File: src/rtl/fifo_ctrl.sv
// rtl/fifo_ctrl.sv - pointer, flag and handshake controller turning a 16x5 register file into a FIFO
//
// Drives every control/address input of the external mem register file and
// returns its registered read data to the consumer with a valid strobe.
//
// Optional feature macro: FIFO_CTRL_ERR_EN
//   defined   -> overflow_err / underflow_err are sticky registers cleared by rst
//   undefined -> both error outputs are tied low; rejection behaviour unchanged
//
// Ports
//   clk, rst                  clock, synchronous active-high reset
//   push, push_data           producer write request and word
//   pop, pop_data, pop_valid  consumer read request, word, valid strobe
//   full, empty               occupancy == DEPTH / == 0
//   almost_full, almost_empty threshold flags on fill_count
//   fill_count                occupancy 0..DEPTH
//   overflow_err              sticky: push rejected
//   underflow_err             sticky: pop rejected
//   write_rq, w_address, write_data   mem write port
//   read_rq, r_address, read_data     mem read port (read_data valid one cycle after read_rq)

module fifo_ctrl #(
    parameter int DEPTH     = 16,
    parameter int ADDR_W    = 4,
    parameter int DATA_W    = 5,
    parameter int AF_THRESH = 12,
    parameter int AE_THRESH = 2
) (
    input  logic              clk,
    input  logic              rst,
    input  logic              push,
    input  logic [DATA_W-1:0] push_data,
    input  logic              pop,
    output logic [DATA_W-1:0] pop_data,
    output logic              pop_valid,
    output logic              full,
    output logic              empty,
    output logic              almost_full,
    output logic              almost_empty,
    output logic [ADDR_W:0]   fill_count,
    output logic              overflow_err,
    output logic              underflow_err,
    output logic              write_rq,
    output logic [ADDR_W-1:0] w_address,
    output logic [DATA_W-1:0] write_data,
    output logic              read_rq,
    output logic [ADDR_W-1:0] r_address,
    input  logic [DATA_W-1:0] read_data
);

    localparam logic [ADDR_W:0] DEPTH_C = (ADDR_W+1)'(DEPTH);
    localparam logic [ADDR_W:0] AF_C    = (ADDR_W+1)'(AF_THRESH);
    localparam logic [ADDR_W:0] AE_C    = (ADDR_W+1)'(AE_THRESH);
    localparam logic [ADDR_W:0] ZERO_C  = '0;

    // Pointers carry one extra wrap bit above the mem address.
    logic [ADDR_W:0] wr_ptr;
    logic [ADDR_W:0] rd_ptr;
    logic [ADDR_W:0] fill_next;
    logic            push_ok;
    logic            pop_ok;

    // Accept decisions use the registered flags of the current cycle, so a
    // push+pop at full rejects the push and at empty rejects the pop.
    assign push_ok = push & ~full  & ~rst;
    assign pop_ok  = pop  & ~empty & ~rst;

    assign fill_next = fill_count
                     + {{ADDR_W{1'b0}}, push_ok}
                     - {{ADDR_W{1'b0}}, pop_ok};

    assign write_rq   = push_ok;
    assign w_address  = wr_ptr[ADDR_W-1:0];
    assign write_data = push_data;
    assign read_rq    = pop_ok;
    assign r_address  = rd_ptr[ADDR_W-1:0];
    assign pop_data   = read_data;

    // Flags are registered from fill_next so they change on the same edge as
    // the pointers, with no extra cycle of lag.
    always_ff @(posedge clk) begin
        if (rst) begin
            wr_ptr       <= '0;
            rd_ptr       <= '0;
            fill_count   <= '0;
            full         <= 1'b0;
            empty        <= 1'b1;
            almost_full  <= 1'b0;
            almost_empty <= 1'b1;
            pop_valid    <= 1'b0;
        end else begin
            wr_ptr       <= wr_ptr + {{ADDR_W{1'b0}}, push_ok};
            rd_ptr       <= rd_ptr + {{ADDR_W{1'b0}}, pop_ok};
            fill_count   <= fill_next;
            full         <= (fill_next == DEPTH_C);
            empty        <= (fill_next == ZERO_C);
            almost_full  <= (fill_next >= AF_C);
            almost_empty <= (fill_next <= AE_C);
            pop_valid    <= pop_ok;
        end
    end

`ifdef FIFO_CTRL_ERR_EN
    logic overflow_q;
    logic underflow_q;

    always_ff @(posedge clk) begin
        if (rst) begin
            overflow_q  <= 1'b0;
            underflow_q <= 1'b0;
        end else begin
            if (push & full) begin
                overflow_q <= 1'b1;
            end
            if (pop & empty) begin
                underflow_q <= 1'b1;
            end
        end
    end

    assign overflow_err  = overflow_q;
    assign underflow_err = underflow_q;
`else
    assign overflow_err  = 1'b0;
    assign underflow_err = 1'b0;
`endif

endmodule
File: config.mk
export PLATFORM = sky130hd
export DESIGN_NAME = fifo_ctrl
export DESIGN_NICKNAME = d
export VERILOG_FILES = /design/src/rtl/fifo_ctrl.sv
export SDC_FILE = /design/constraint.sdc
export NUM_CORES = 1
export LEC_CHECK = 0
export ABC_AREA = 1
export CORE_MARGIN = 2
export CORE_UTILIZATION = 44
export DETAILED_ROUTE_END_ITERATION = 10
export GPL_TIMING_DRIVEN = 0
export PLACE_DENSITY = 0.84
export REMOVE_ABC_BUFFERS = 1
export SETUP_SLACK_MARGIN = 0.3
export SYNTH_ARGS = -nofsm -noshare
export SYNTH_HDL_FRONTEND = slang
export SYNTH_SLANG_ARGS = --single-unit
File: constraint.sdc
create_clock -name clk -period 4 [get_ports clk]
set_input_delay 0.6 -clock clk [delete_from_list [all_inputs] [get_ports clk]]
set_output_delay 0.6 -clock clk [all_outputs]
set_load 0.1 [all_outputs]
==> summary.md <==
| Metric | Value |
|---|---|
| Top post-synthesis cells by area | `dfxtp_1 (35%), buf_4 (8.8%), ha_1 (8.5%), nand2_1 (8.0%), inv_1 (7.7%)` |
| Total gr overflow | `0` |
| Post-synthesis sequential area ratio | `0.350` |
| Metal-1 WL | `832 µm` |
| Layout area overhead | `18.5%` |
| TritonRoute pass-1 iters | `4` |
| Vias per cell | `4.65` |
| Final hold violations | `0` |
| Critical Path Start | `rst` |
| Largest net degree at the start of global routing | `10` |
| Share of layout cells above drive strength 1 | `0.149` |
| Top sig layer | `met4` |
| Hold Path Origin | `wr_ptr[3]` |
| Antenna violations before repair | `0` |
| Core footprint | `0.00221 mm²` |
| Post CTS Setup Buffer Count | `0` |
| I/O pins | `46` |
| Fin crit share | `0.836` |
| Dpl ws | `0.654 ns` |
| CTS buffer count | `3` |
| CP endpoint kind | `output port` |
| Switching pwr | `617 µW` |
| Clock Power Share | `0.083` |
| Number of gates resized after CTS | `0` |
| Setup ws final | `0.655 ns` |
| Row cnt | `17` |
| Mapped Cells | `134` |
| Max-slew violation count | `0` |
| WP data arrival | `2.74 ns` |
| Total Routed Length | `1890 µm` |
| TNS Setup | `0 ns` |
| CTS sink count | `18` |
| Cell area after synthesis | `0.00103 mm²` |
| # setup viols final | `0` |
| Max-cap violations | `0` |
| Number of global-route vias before repair | `835` |
| H-tree lvl count | `1` |
| Die width | `52.3 µm` |
| Warnings from Yosys | `0` |
| Leakage power | `0.598 nW` |
| Unique masters post-synth | `24` |
| DRT iter0 DRCs | `15` |
| Antenna fix cells | `0` |
| Pwr Density | `875 mW/mm²` |
| Max frequency | `0.299 GHz` |
| Sw Share | `0.579` |
| Max VDD drop | `0.430 mV` |
| Status | `finished, final reports clean` |
| Share of Yosys cell area claimed by the top area cell type | `0.350` |
| GRT Total Usage | `0.162` |
| Slew @ Worst Pin | `0.987 ns` |
| Maximum fanout along the worst path | `9` |
| Clk pin slew, worst setup/hold paths | `0.10 ns` |
| Final clock skew | `0.00950 ns` |
| Post-DP HPWL | `1520 µm` |
| Met3 routed wirelength | `150 µm` |
| Flop pwr share | `0.226` |
| Root Buffer | `clkbuf_4` |
| Internal power | `449 µW` |
| Die area | `0.00274 mm²` |
| CTS Buffer Depth | `2` |
| R2r startpoint | `empty` |
| Met2 WL post-DR | `884 µm` |
| Hold crit path type | `reg -> reg` |
| Later-pin clock latency in the skew report | `0.29 ns` |
| Rel. slew slack | `0.340` |
| Most common cell after layout, fill and taps aside | `clkdlybuf4s50_1` |
| Routed WL per cell | `10.7 µm` |
| First-pass GRT wire length | `3330 µm` |
| Initial Utilization | `0.465` |
| CP startpoint kind | `input port` |
| GPL Wtd Cong | `0.769` |
| Comb pwr share | `0.690` |
| RSZ-0062 raised after global routing | `no` |
| Post-route ant nets | `0` |
| Setup CP Type | `in -> out` |
| Vias | `818` |
| CP required | `3.40 ns` |
| TritonCTS clock tree | `built` |
| # hold bufs at CTS | `0` |
| Yosys top cell by area | `dfxtp_1` |
| DRC Markers | `0` |
| Fin crit period | `3.34 ns` |
| Fill cells | `215` |
| Mean Syn Cell Area | `7.68 µm²` |
| IO Port Bufs | `23` |
| Commonest non-fill, non-tap cells in the layout | `clkdlybuf4s50_1 (23), nand2_1 (22), inv_1 (21)` |
| Nets | `172` |
| Die Height | `52.3 µm` |
| Synth Register Bits | `18` |
[worst max-delay path, stage by stage]
cell and delay, ns:
clkdlybuf4s50_1 0.63, inv_6 0.20, nand2_1 0.09, inv_1 0.09, clkdlybuf4s50_1 1.14
[synth_stat cells (all sizes together)]
cell and instances:
nand2 30, inv 25, dfxtp 18, nor2 16, buf 13, nand3 12
ha 7, a21oi 4, o21ai 4, xnor2 2, conb 1, fa 1
nor3 1
[flip-flops by register name (all words and copies together) (netlist names)]
| register | cells |
|---|---|
| empty | 1 |
| wr_ptr | 4 |
| almost_empty | 1 |
| full | 1 |
| fill_count | 5 |
| pop_valid | 1 |
| almost_full | 1 |
| rd_ptr | 4 |
[cell families after synthesis]
group,count (synthesis),share of synthesized area
simple gates,59,0.283
other cells,1,0.00365
xor+xnor,2,0.0170
flops,18,0.350
fa+ha+maj,8,0.105
compound gates,8,0.0462
buf+inv,38,0.195
[worst paths after layout]
path | end | slack, ns | cells after the start
worst max-delay path | write_rq | 0.66 | 5
worst min-delay path | wr_ptr[3] | 0.48 | 2
worst max register to register | almost_empty | 1.93 | 12
worst min register to register | wr_ptr[3] | 0.48 | 2
[per-stage QoR]
stage	hold slack, ns	power [mW]	cells	util	area [µm²]
3_3_place_gp	0.450	0.962	173	0.541	1200
5_1_grt	0.492	1.14	176	0.551	1220
4_1_cts	0.476	1.07	176	0.551	1220
6_report	0.476	1.07	176	0.551	1220
2_1_floorplan	0.671	0.845	122	-	931
3_5_place_dp	0.463	0.982	173	0.541	1200
[metal layers]
layer / global-route usage / vias to the layer above
li1: - / 425
met1: 0.183 / 355
met2: 0.260 / 35
met3: 0.0686 / 3
met4: 0.0812 / 0
met5: 0 / -
[power by group through the flow]
| stage | logic [mW] | registers, mW | clock network (mW) |
|---|---|---|---|
| after floorplan | 0.329 | 0.516 | 0 |
| after global placement | 0.716 | 0.247 | 0 |
| after detailed placement | 0.736 | 0.246 | 0 |
| after CTS | 0.739 | 0.242 | 0.0903 |
| after global routing | 0.791 | 0.247 | 0.102 |
| final | 0.736 | 0.241 | 0.0888 |
[area by class of cell]
class	count	area, µm²	area share
multi-input cells	79	472	0.387
clock buffers	3	22.5	0.0185
well taps	28	35.0	0.0287
flip-flops and latches	18	360	0.296
repair buffers	23	230	0.189
inverters	25	98.8	0.0811
(Power assumes the default switching activity.)
